File: config.mk
export PLATFORM = sky130hd
export DESIGN_NAME = cdd_link_flat
export DESIGN_NICKNAME = d
export VERILOG_FILES = /design/src/rtl/cdd_link_if.sv /design/src/rtl/cdd_link.sv /design/src/flat_wrapper.sv
export SDC_FILE = /design/constraint.sdc
export NUM_CORES = 1
export LEC_CHECK = 0
export ABC_AREA = 0
export CAP_MARGIN = 20
export CORE_AREA = 2 2 153 155
export DETAILED_ROUTE_END_ITERATION = 8
export DIE_AREA = 0 0 155 157
export PLACE_DENSITY = 0.68
export SYNTH_ARGS = -nofsm -noshare
export SYNTH_HDL_FRONTEND = slang
export SYNTH_SLANG_ARGS = --single-unit
File: constraint.sdc
create_clock -name clk_sys -period 9.9 [get_ports clk_sys]
set_input_delay 1.98 -clock clk_sys [delete_from_list [all_inputs] [get_ports clk_sys]]
set_output_delay 1.98 -clock clk_sys [all_outputs]
set_load 0.05 [all_outputs]
File: src/rtl/cdd_link_if.sv
// cdd_link_if -- CDD 4-bit handshake bus between the CD host and the drive.
//
// Signals:
//   HOCK      host handshake (host -> drive)
//   CDCK      drive handshake (drive -> host), idles high
//   CDD_DIN   host-to-drive nibble
//   CDD_DOUT  drive-to-host nibble
//   CDD_nIRQ  drive communication request, active low
//
// Handshake: a four-phase exchange. The drive requests a frame by pulling
// CDD_nIRQ low; the host acknowledges by pulling HOCK low. Per nibble the
// side presenting data signals "valid" (drive: CDCK low with DOUT stable,
// host: DIN stable then HOCK high) and the other side answers "ready" with the
// opposite handshake edge. Data must stay stable until the answering edge is
// seen, and neither side moves its handshake line again until the other has
// responded.
//
// Modports: slave = drive side (cdd_link), master = host side.
interface cdd_link_if;
  logic       HOCK;
  logic       CDCK;
  logic [3:0] CDD_DIN;
  logic [3:0] CDD_DOUT;
  logic       CDD_nIRQ;

  modport slave  (input HOCK, input CDD_DIN, output CDCK, output CDD_DOUT, output CDD_nIRQ);
  modport master (output HOCK, output CDD_DIN, input CDCK, input CDD_DOUT, input CDD_nIRQ);
endinterface

File: src/rtl/cdd_link.sv
// cdd_link -- link-layer engine for the CDD 4-bit handshake bus.
//
// Every IRQ period the drive snapshots its status shadow, raises CDD_nIRQ,
// sends a NIBBLES-long status frame (last nibble = checksum) and then
// receives a NIBBLES-long command frame, delivered as one parallel word.
// All link logic advances on a tick strobe every DIV clk_sys cycles.
//
// Ports:
//   clk_sys, RESET   clock, asynchronous active-high reset
//   cdd              bus interface (slave modport)
//   play_mode        0: IRQ every IRQ_PERIOD_STOP ticks, 1: IRQ_PERIOD_PLAY
//   stat_wr/idx/data status shadow write port (idx >= NIBBLES-1 ignored)
//   cmd_valid        one-cycle pulse with a received command frame
//   cmd_data         received frame, nibble k at [4k+3:4k]
//   cmd_chk_err      frame delivered with a bad checksum
//   err_count        saturating count of bad-checksum frames
//   dbg_state        current link FSM state
//
// Optional feature: define CDD_LINK_CHKERR_EN to deliver bad-checksum frames
// flagged with cmd_chk_err and counted in err_count; otherwise bad frames are
// dropped and both outputs are tied to 0.
module cdd_link #(
  parameter int DIV             = 480,
  parameter int NIBBLES         = 10,
  parameter int CHK_SEED        = 5,
  parameter int IRQ_PERIOD_STOP = 3906,
  parameter int IRQ_PERIOD_PLAY = 3333,
  parameter int IRQ_HOLD        = 1953
) (
  input  logic                       clk_sys,
  input  logic                       RESET,
  cdd_link_if.slave                  cdd,
  input  logic                       play_mode,
  input  logic                       stat_wr,
  input  logic [$clog2(NIBBLES)-1:0] stat_idx,
  input  logic [3:0]                 stat_data,
  output logic                       cmd_valid,
  output logic [4*NIBBLES-1:0]       cmd_data,
  output logic                       cmd_chk_err,
  output logic [7:0]                 err_count,
  output logic [2:0]                 dbg_state
);

  localparam int          IW      = $clog2(NIBBLES);
  localparam int          SW      = 4 * (NIBBLES - 1);
  localparam logic [15:0] DIV_M1  = 16'(DIV - 1);
  localparam logic [15:0] STOP_M1 = 16'(IRQ_PERIOD_STOP - 1);
  localparam logic [15:0] PLAY_M1 = 16'(IRQ_PERIOD_PLAY - 1);
  localparam logic [15:0] HOLD_M1 = 16'(IRQ_HOLD - 1);

  typedef enum logic [2:0] {
    IDLE  = 3'd0,
    S_PUT = 3'd1,
    S_WH  = 3'd2,
    S_WL  = 3'd3,
    R_WH  = 3'd4,
    R_WL  = 3'd5,
    DONE  = 3'd6
  } state_t;

  state_t              state_q, state_d;
  logic [15:0]         div_q, div_d, cnt_q, cnt_d;
  logic                hock_prev_q, hock_prev_d, hock_old_q, hock_old_d;
  logic                cdck_q, cdck_d, nirq_q, nirq_d;
  logic [3:0]          dout_q, dout_d, i_q, i_d, j_q, j_d, rx_sum_q, rx_sum_d;
  logic [SW-1:0]       shadow_q, shadow_d, frame_q, frame_d;
  logic [4*NIBBLES-1:0] cmd_buf_q, cmd_buf_d, cmd_data_q, cmd_data_d;
  logic                cmd_valid_q, cmd_valid_d;
  logic                tick, hock_rise, hock_fall;
  logic [15:0]         period_m1;
  logic [3:0]          chk_acc, chk_out, frame_nib;

`ifdef CDD_LINK_CHKERR_EN
  logic                chk_err_q, chk_err_d;
  logic [7:0]          err_q, err_d;
`endif

  assign tick      = (div_q == DIV_M1);
  // Edges are judged between two tick samples, so a HOCK edge is seen one
  // tick after it is first registered.
  assign hock_rise = hock_prev_q & ~hock_old_q;
  assign hock_fall = ~hock_prev_q & hock_old_q;
  assign period_m1 = play_mode ? PLAY_M1 : STOP_M1;

  // Checksum over the snapshot and the nibble addressed by the TX index.
  always_comb begin
    chk_acc   = 4'(CHK_SEED);
    frame_nib = '0;
    for (int k = 0; k < NIBBLES - 1; k++) begin
      chk_acc = chk_acc + frame_q[4*k +: 4];
      if (i_q == 4'(k)) frame_nib = frame_q[4*k +: 4];
    end
    chk_out = ~chk_acc;
  end

  always_comb begin
    state_d     = state_q;
    div_d       = tick ? 16'd0 : div_q + 16'd1;
    cnt_d       = cnt_q;
    hock_prev_d = hock_prev_q;
    hock_old_d  = hock_old_q;
    cdck_d      = cdck_q;
    nirq_d      = nirq_q;
    dout_d      = dout_q;
    i_d         = i_q;
    j_d         = j_q;
    rx_sum_d    = rx_sum_q;
    shadow_d    = shadow_q;
    frame_d     = frame_q;
    cmd_buf_d   = cmd_buf_q;
    cmd_data_d  = cmd_data_q;
    cmd_valid_d = 1'b0;
`ifdef CDD_LINK_CHKERR_EN
    chk_err_d   = 1'b0;
    err_d       = err_q;
`endif

    // Shadow write first so a same-cycle snapshot picks it up.
    for (int k = 0; k < NIBBLES - 1; k++) begin
      if (stat_wr && (stat_idx == IW'(k))) shadow_d[4*k +: 4] = stat_data;
    end

    if (tick) begin
      hock_prev_d = cdd.HOCK;
      hock_old_d  = hock_prev_q;
      if (cnt_q >= period_m1) begin
        // New request: aborts whatever frame was in flight.
        cnt_d   = 16'd0;
        nirq_d  = 1'b0;
        frame_d = shadow_d;
        i_d     = 4'd0;
        cdck_d  = 1'b1;
        state_d = S_PUT;
      end else begin
        cnt_d = cnt_q + 16'd1;
        if (!nirq_q) begin
          if (!hock_prev_q) begin
            nirq_d = 1'b1;
          end else if (cnt_q == HOLD_M1) begin
            // Host never answered: give up on this frame entirely.
            nirq_d  = 1'b1;
            state_d = IDLE;
          end
        end else begin
          case (state_q)
            S_PUT: begin
              dout_d  = (i_q == 4'(NIBBLES - 1)) ? chk_out : frame_nib;
              cdck_d  = 1'b0;
              state_d = S_WH;
            end
            S_WH: if (hock_rise) begin
              cdck_d = 1'b1;
              if (i_q == 4'(NIBBLES - 1)) begin
                rx_sum_d = 4'(CHK_SEED);
                j_d      = 4'd0;
                state_d  = R_WL;
              end else begin
                state_d = S_WL;
              end
            end
            S_WL: if (hock_fall) begin
              i_d     = i_q + 4'd1;
              state_d = S_PUT;
            end
            R_WH: if (hock_rise) begin
              for (int k = 0; k < NIBBLES; k++) begin
                if (j_q == 4'(k)) cmd_buf_d[4*k +: 4] = cdd.CDD_DIN;
              end
              rx_sum_d = rx_sum_q + cdd.CDD_DIN;
              cdck_d   = 1'b1;
              j_d      = j_q + 4'd1;
              state_d  = R_WL;
            end
            R_WL: if (hock_fall) begin
              cdck_d  = 1'b0;
              state_d = (j_q == 4'(NIBBLES)) ? DONE : R_WH;
            end
            DONE: begin
              if (rx_sum_q == 4'hF) begin
                cmd_valid_d = 1'b1;
                cmd_data_d  = cmd_buf_q;
              end
`ifdef CDD_LINK_CHKERR_EN
              else begin
                cmd_valid_d = 1'b1;
                chk_err_d   = 1'b1;
                cmd_data_d  = cmd_buf_q;
                if (err_q != 8'hFF) err_d = err_q + 8'd1;
              end
`endif
              // Return the handshake line to its idle level.
              cdck_d  = 1'b1;
              state_d = IDLE;
            end
            default: state_d = IDLE;
          endcase
        end
      end
    end
  end

  always_ff @(posedge clk_sys or posedge RESET) begin
    if (RESET) begin
      state_q     <= IDLE;
      div_q       <= '0;
      cnt_q       <= '0;
      hock_prev_q <= 1'b1;
      hock_old_q  <= 1'b1;
      cdck_q      <= 1'b1;
      nirq_q      <= 1'b1;
      dout_q      <= '0;
      i_q         <= '0;
      j_q         <= '0;
      rx_sum_q    <= '0;
      shadow_q    <= '0;
      frame_q     <= '0;
      cmd_buf_q   <= '0;
      cmd_data_q  <= '0;
      cmd_valid_q <= 1'b0;
    end else begin
      state_q     <= state_d;
      div_q       <= div_d;
      cnt_q       <= cnt_d;
      hock_prev_q <= hock_prev_d;
      hock_old_q  <= hock_old_d;
      cdck_q      <= cdck_d;
      nirq_q      <= nirq_d;
      dout_q      <= dout_d;
      i_q         <= i_d;
      j_q         <= j_d;
      rx_sum_q    <= rx_sum_d;
      shadow_q    <= shadow_d;
      frame_q     <= frame_d;
      cmd_buf_q   <= cmd_buf_d;
      cmd_data_q  <= cmd_data_d;
      cmd_valid_q <= cmd_valid_d;
    end
  end

`ifdef CDD_LINK_CHKERR_EN
  always_ff @(posedge clk_sys or posedge RESET) begin
    if (RESET) begin
      chk_err_q <= 1'b0;
      err_q     <= '0;
    end else begin
      chk_err_q <= chk_err_d;
      err_q     <= err_d;
    end
  end
  assign cmd_chk_err = chk_err_q;
  assign err_count   = err_q;
`else
  assign cmd_chk_err = 1'b0;
  assign err_count   = 8'd0;
`endif

  assign cdd.CDCK     = cdck_q;
  assign cdd.CDD_DOUT = dout_q;
  assign cdd.CDD_nIRQ = nirq_q;
  assign cmd_valid    = cmd_valid_q;
  assign cmd_data     = cmd_data_q;
  assign dbg_state    = state_q;

endmodule

File: src/flat_wrapper.sv
// flat-port wrapper written by rule: the top's interface ports become plain ports
module cdd_link_flat 
#(
  parameter int DIV             = 480,
  parameter int NIBBLES         = 10,
  parameter int CHK_SEED        = 5,
  parameter int IRQ_PERIOD_STOP = 3906,
  parameter int IRQ_PERIOD_PLAY = 3333,
  parameter int IRQ_HOLD        = 1953
)
  (clk_sys, RESET, play_mode, stat_wr, stat_idx, stat_data, cmd_valid, cmd_data, cmd_chk_err, err_count, dbg_state, cdd_HOCK, cdd_CDD_DIN, cdd_CDCK, cdd_CDD_DOUT, cdd_CDD_nIRQ);
  cdd_link_if cdd_i ();
  input  logic clk_sys;
  input  logic RESET;
  input  logic play_mode;
  input  logic stat_wr;
  input  logic [$clog2(NIBBLES)-1:0] stat_idx;
  input  logic [3:0] stat_data;
  output logic cmd_valid;
  output logic [4*NIBBLES-1:0] cmd_data;
  output logic cmd_chk_err;
  output logic [7:0] err_count;
  output logic [2:0] dbg_state;
  input wire logic [$bits(cdd_i.HOCK)-1:0] cdd_HOCK;
  input wire logic [$bits(cdd_i.CDD_DIN)-1:0] cdd_CDD_DIN;
  output wire logic [$bits(cdd_i.CDCK)-1:0] cdd_CDCK;
  output wire logic [$bits(cdd_i.CDD_DOUT)-1:0] cdd_CDD_DOUT;
  output wire logic [$bits(cdd_i.CDD_nIRQ)-1:0] cdd_CDD_nIRQ;
  assign cdd_i.HOCK = cdd_HOCK;
  assign cdd_i.CDD_DIN = cdd_CDD_DIN;
  assign cdd_CDCK = cdd_i.CDCK;
  assign cdd_CDD_DOUT = cdd_i.CDD_DOUT;
  assign cdd_CDD_nIRQ = cdd_i.CDD_nIRQ;
  cdd_link #(.DIV(DIV), .NIBBLES(NIBBLES), .CHK_SEED(CHK_SEED), .IRQ_PERIOD_STOP(IRQ_PERIOD_STOP), .IRQ_PERIOD_PLAY(IRQ_PERIOD_PLAY), .IRQ_HOLD(IRQ_HOLD)) u_core (.clk_sys(clk_sys), .RESET(RESET), .cdd(cdd_i), .play_mode(play_mode), .stat_wr(stat_wr), .stat_idx(stat_idx), .stat_data(stat_data), .cmd_valid(cmd_valid), .cmd_data(cmd_data), .cmd_chk_err(cmd_chk_err), .err_count(err_count), .dbg_state(dbg_state));
endmodule
==> impl_metrics.tcl <==
set metrics [dict create \
    status "completed" \
    crit_fanout 40 \
    antenna_found_initial 0 \
    seq_area_frac_synth_pct 51.6 \
    drtIter0Drc 351 \
    synth.avg_cell_area_um2 11.9 \
    synth_ff_type "dfrtp_1" \
    synthCells 850 \
    fmax_mhz 203 \
    peakVddDrop_mv 0.123 \
    cts_tree "built" \
    overflow 0 \
    clk-insertion-delay-late_ns 0.51 \
    die_h_um 157 \
    yosysWarnings 0 \
    fin_crit_ns 4.93 \
    holdCritStartpoint "u_core.div_q[4]$_DFF_PP0_" \
    clockBufferDepth 3 \
    ys_ff_latch 208 \
    drt-pass1-iter-count 4 \
    dpl.hpwl_um 14100 \
    cp.arrival_ns 5.32 \
    regArea_um2 5210 \
    final_nets 969 \
    hold_buffers 0 \
    async_reset_ff_share_pct 100 \
    fillCellCount 1934 \
    crit_end "u_core.cmd_data[14]$_DFFE_PP0P_" \
    core-area_um2 22500 \
    syn_to_final_growth_pct 16.3 \
    synth.cell_area_um2 10100 \
    die_w_um 155 \
    gp_congestion 0.845 \
    grt_pass1_vias 6801 \
    cp.required_ns 10.29 \
    synth_edf_count 0 \
    fin_skew_ns 0.0126 \
    wire_per_inst_um 17.6 \
    route.detailed.drc 0 \
    maxCapViolations 0 \
    critPathLaunch "play_mode" \
    viasPerCell 5.36 \
    fin_tns_setup_ns 0 \
    vias 6495 \
    r2r_slack_ns 5.20 \
    end_kind "register" \
    initial_core_util_pct 44.9 \
    finalMaxSlewViolations 0 \
    clkTransAtPathRegs_ns 0.06 \
    worstMarginPinSlew_ns 1.06 \
    critical_path_class "in2reg" \
    antenna-diode-count 0 \
    slew_headroom_pct 29.2 \
    timing.rr.start "u_core.frame_q[1]$_DFFE_PP0P_" \
    io_pins 76 \
    cts_buffers 23 \
    htreeDepth 1 \
    final_core_util_pct 52.2 \
    p_leak_uw 0.00533 \
    power.density_nw_per_um2 158 \
    timing_hold_violations_final 0 \
    die_area_um2 24300 \
    worst-r2r-cell-count 17 \
    multiInputGateArea_um2 4520 \
    numPortBuffers 66 \
    post_cts_resized 0 \
    r2r_end "u_core.cdd.CDD_DOUT[3]$_DFFE_PP0P_" \
    setup_viol 0 \
    grt_max_degree 124 \
    track_usage_pct 18.2 \
    min_period_over_period_pct 49.8 \
    ant_nets 0 \
    clock_sink_count 208 \
    row_count 55 \
    yosysUniqueCellTypes 66 \
    clockRootBuffer "clkbuf_16" \
    drive_above_1_share_pct 21.7 \
    post_cts_buffers 0 \
    grt_pass1_wl_um 35800 \
    wl_um 21400 \
    hold_class "reg2reg" \
    worstSetupStartpointType "input pin" \
    rsz0062_at_grt "no" \
]
-- cell usage after synthesis, types with 2 or more instances --
cell type  count  area (um2)
and3_1        14        87.6
inv_1         46         173
buf_1          4        15.0
nor3_2         5        50.1
nand2_1       66         248
dfrtp_1      204        5100
xnor2_1       25         219
nor3_1         5        25.0
a221oi_1       5        43.8
o21ai_0       59         295
and3b_1        2        17.5
a2111oi_0      4        35.0
or3_4          2        22.5
nor2_2         2        12.5
nand2b_1      12        75.1
or2_2          2        12.5
o2111ai_1      2        17.5
buf_2          2        10.0
mux2_4         8         120
o31ai_1        8        60.1
a21o_1         6        45.0
o211ai_1       3        22.5
o21a_1         2        15.0
nand3_1       20         100
nand4_1       10        62.6
clkbuf_1      23        86.3
a31oi_1        2        12.5
a41oi_1        2        17.5
and4_1         3        26.3
nand3b_1      10        75.1
and2_1         4        25.0
buf_4         11        82.6
a21oi_1       22         110
or3_1          3        18.8
mux2_2       129        1450
xor2_1         9        78.8
nor2b_1        4        25.0
buf_6          4        45.0
fa_1          18         360
ha_1          24         300
dfstp_2        4         105
nor3b_1        4        30.0
nor2_1        33         124
-- cells in the final DEF, fill, tap and decap left out, types with 5 or more instances in the layout --
master / netlist / final
nor3_1: 5 / 5
nand3b_1: 10 / 10
nand2b_1: 12 / 12
fa_1: 18 / 18
mux2_4: 8 / 8
clkdlybuf4s50_1: 0 / 66
o31ai_1: 8 / 8
clkbuf_8: 0 / 5
nand2_1: 66 / 66
clkbuf_16: 0 / 23
dfrtp_1: 204 / 204
a21oi_1: 22 / 22
nand4_1: 10 / 10
o21ai_0: 59 / 59
a221oi_1: 5 / 5
inv_1: 46 / 45
mux2_2: 129 / 129
a21o_1: 6 / 6
xnor2_1: 25 / 25
nand3_1: 20 / 20
xor2_1: 9 / 9
clkbuf_1: 23 / 8
ha_1: 24 / 24
and3_1: 14 / 14
conb_1: 1 / 9
nor2_1: 33 / 32
nor3_2: 5 / 5
-- metal layers --
metal / vias up / GRT usage, % / wire length [um] / share of wire, %
li1: 3055 / - / - / -
met1: 3297 / 24.3 / 9850 / 46
met2: 113 / 31.7 / 10400 / 49
met3: 30 / 2.34 / 644 / 3.0
met4: 0 / 4.32 / 448 / 2.1
met5: - / 0 / 0 / 0
-- critical path, cell delays in order --
cell and delay (ns):
clkdlybuf4s50_1 0.51, inv_1 0.08, ha_1 0.29, or3b_2 0.47, a211oi_2 0.28, o21a_2 0.38, nand3_1 0.26, nor2_4 0.16
buf_4 0.48, mux2_2 0.40
-- kinds of logic after synthesis --
family,after synthesis,share of synthesized area [%]
AOI/OAI and AO/OA,123,7.38
buffers and inverters,90,4.08
DFF,208,51.6
and+or+nand+nor,212,11.3
adders and majority gates,43,6.64
muxes,138,15.8
other,1,0.0371
xor gates and xnor gates,35,3.17
-- worst min path at each step --
stage / to / slack [ns] / cells after the start
6_report: u_core.div_q[4]$_DFF_PP0_ / 0.47 / 1
5_1_grt: u_core.div_q[4]$_DFF_PP0_ / 0.50 / 1
4_1_cts: u_core.div_q[15]$_DFF_PP0_ / 0.47 / 1
3_5_place_dp: u_core.div_q[15]$_DFF_PP0_ / 0.46 / 1
3_3_place_gp: u_core.div_q[15]$_DFF_PP0_ / 0.45 / 1
2_1_floorplan: u_core.div_q[4]$_DFF_PP0_ / 0.44 / 1
-- cell type report --
cell class	count	share of cell area, %
inverters	46	1.53
clock buffers	36	5.74
repair buffers	71	6.11
well taps	285	3.04
multi-input cells	560	38.4
clock inverters	6	0.788
flip-flops and latches	208	44.3
-- through the flow --
step	power, uW	hold slack, ns	cell area, um2	setup slack [ns]	cells
3_3_place_gp	1010	0.455	11000	4.53	1169
2_1_floorplan	983	0.438	10100	2.25	858
3_5_place_dp	1010	0.459	11000	4.46	1169
5_1_grt	1930	0.496	11700	4.74	1212
6_report	1860	0.470	11700	4.97	1212
4_1_cts	1880	0.471	11700	4.98	1211
-- power breakdown --
| part | leakage (uW) | total, uW | switching [uW] | internal [uW] |
|---|---|---|---|---|
| combinational | 0.00216 | 101 | 58.3 | 42.5 |
| clock | 0.000372 | 865 | 343 | 522 |
| sequential | 0.00279 | 894 | 9.06 | 885 |
| total | 0.00533 | 1860 | 410 | 1450 |
-- state kept, by name, summed over array words and instances (netlist names) --
signal               flops
u_core.frame_q          36
u_core.cmd_buf_q        40
u_core.hock_old_q        1
u_core.cmd_data         40
u_core.dbg_state         3
u_core.rx_sum_q          4
u_core.hock_prev_q       1
u_core.cnt_q            16
u_core.div_q            16
u_core.j_q               4
u_core.shadow_q         36
u_core.cmd_valid         1
u_core.cdd.CDCK          1
u_core.i_q               4
u_core.cdd.CDD_DOUT      4
u_core.cdd.CDD_nIRQ      1
No activity file was read; power rests on OpenSTA's default activity.
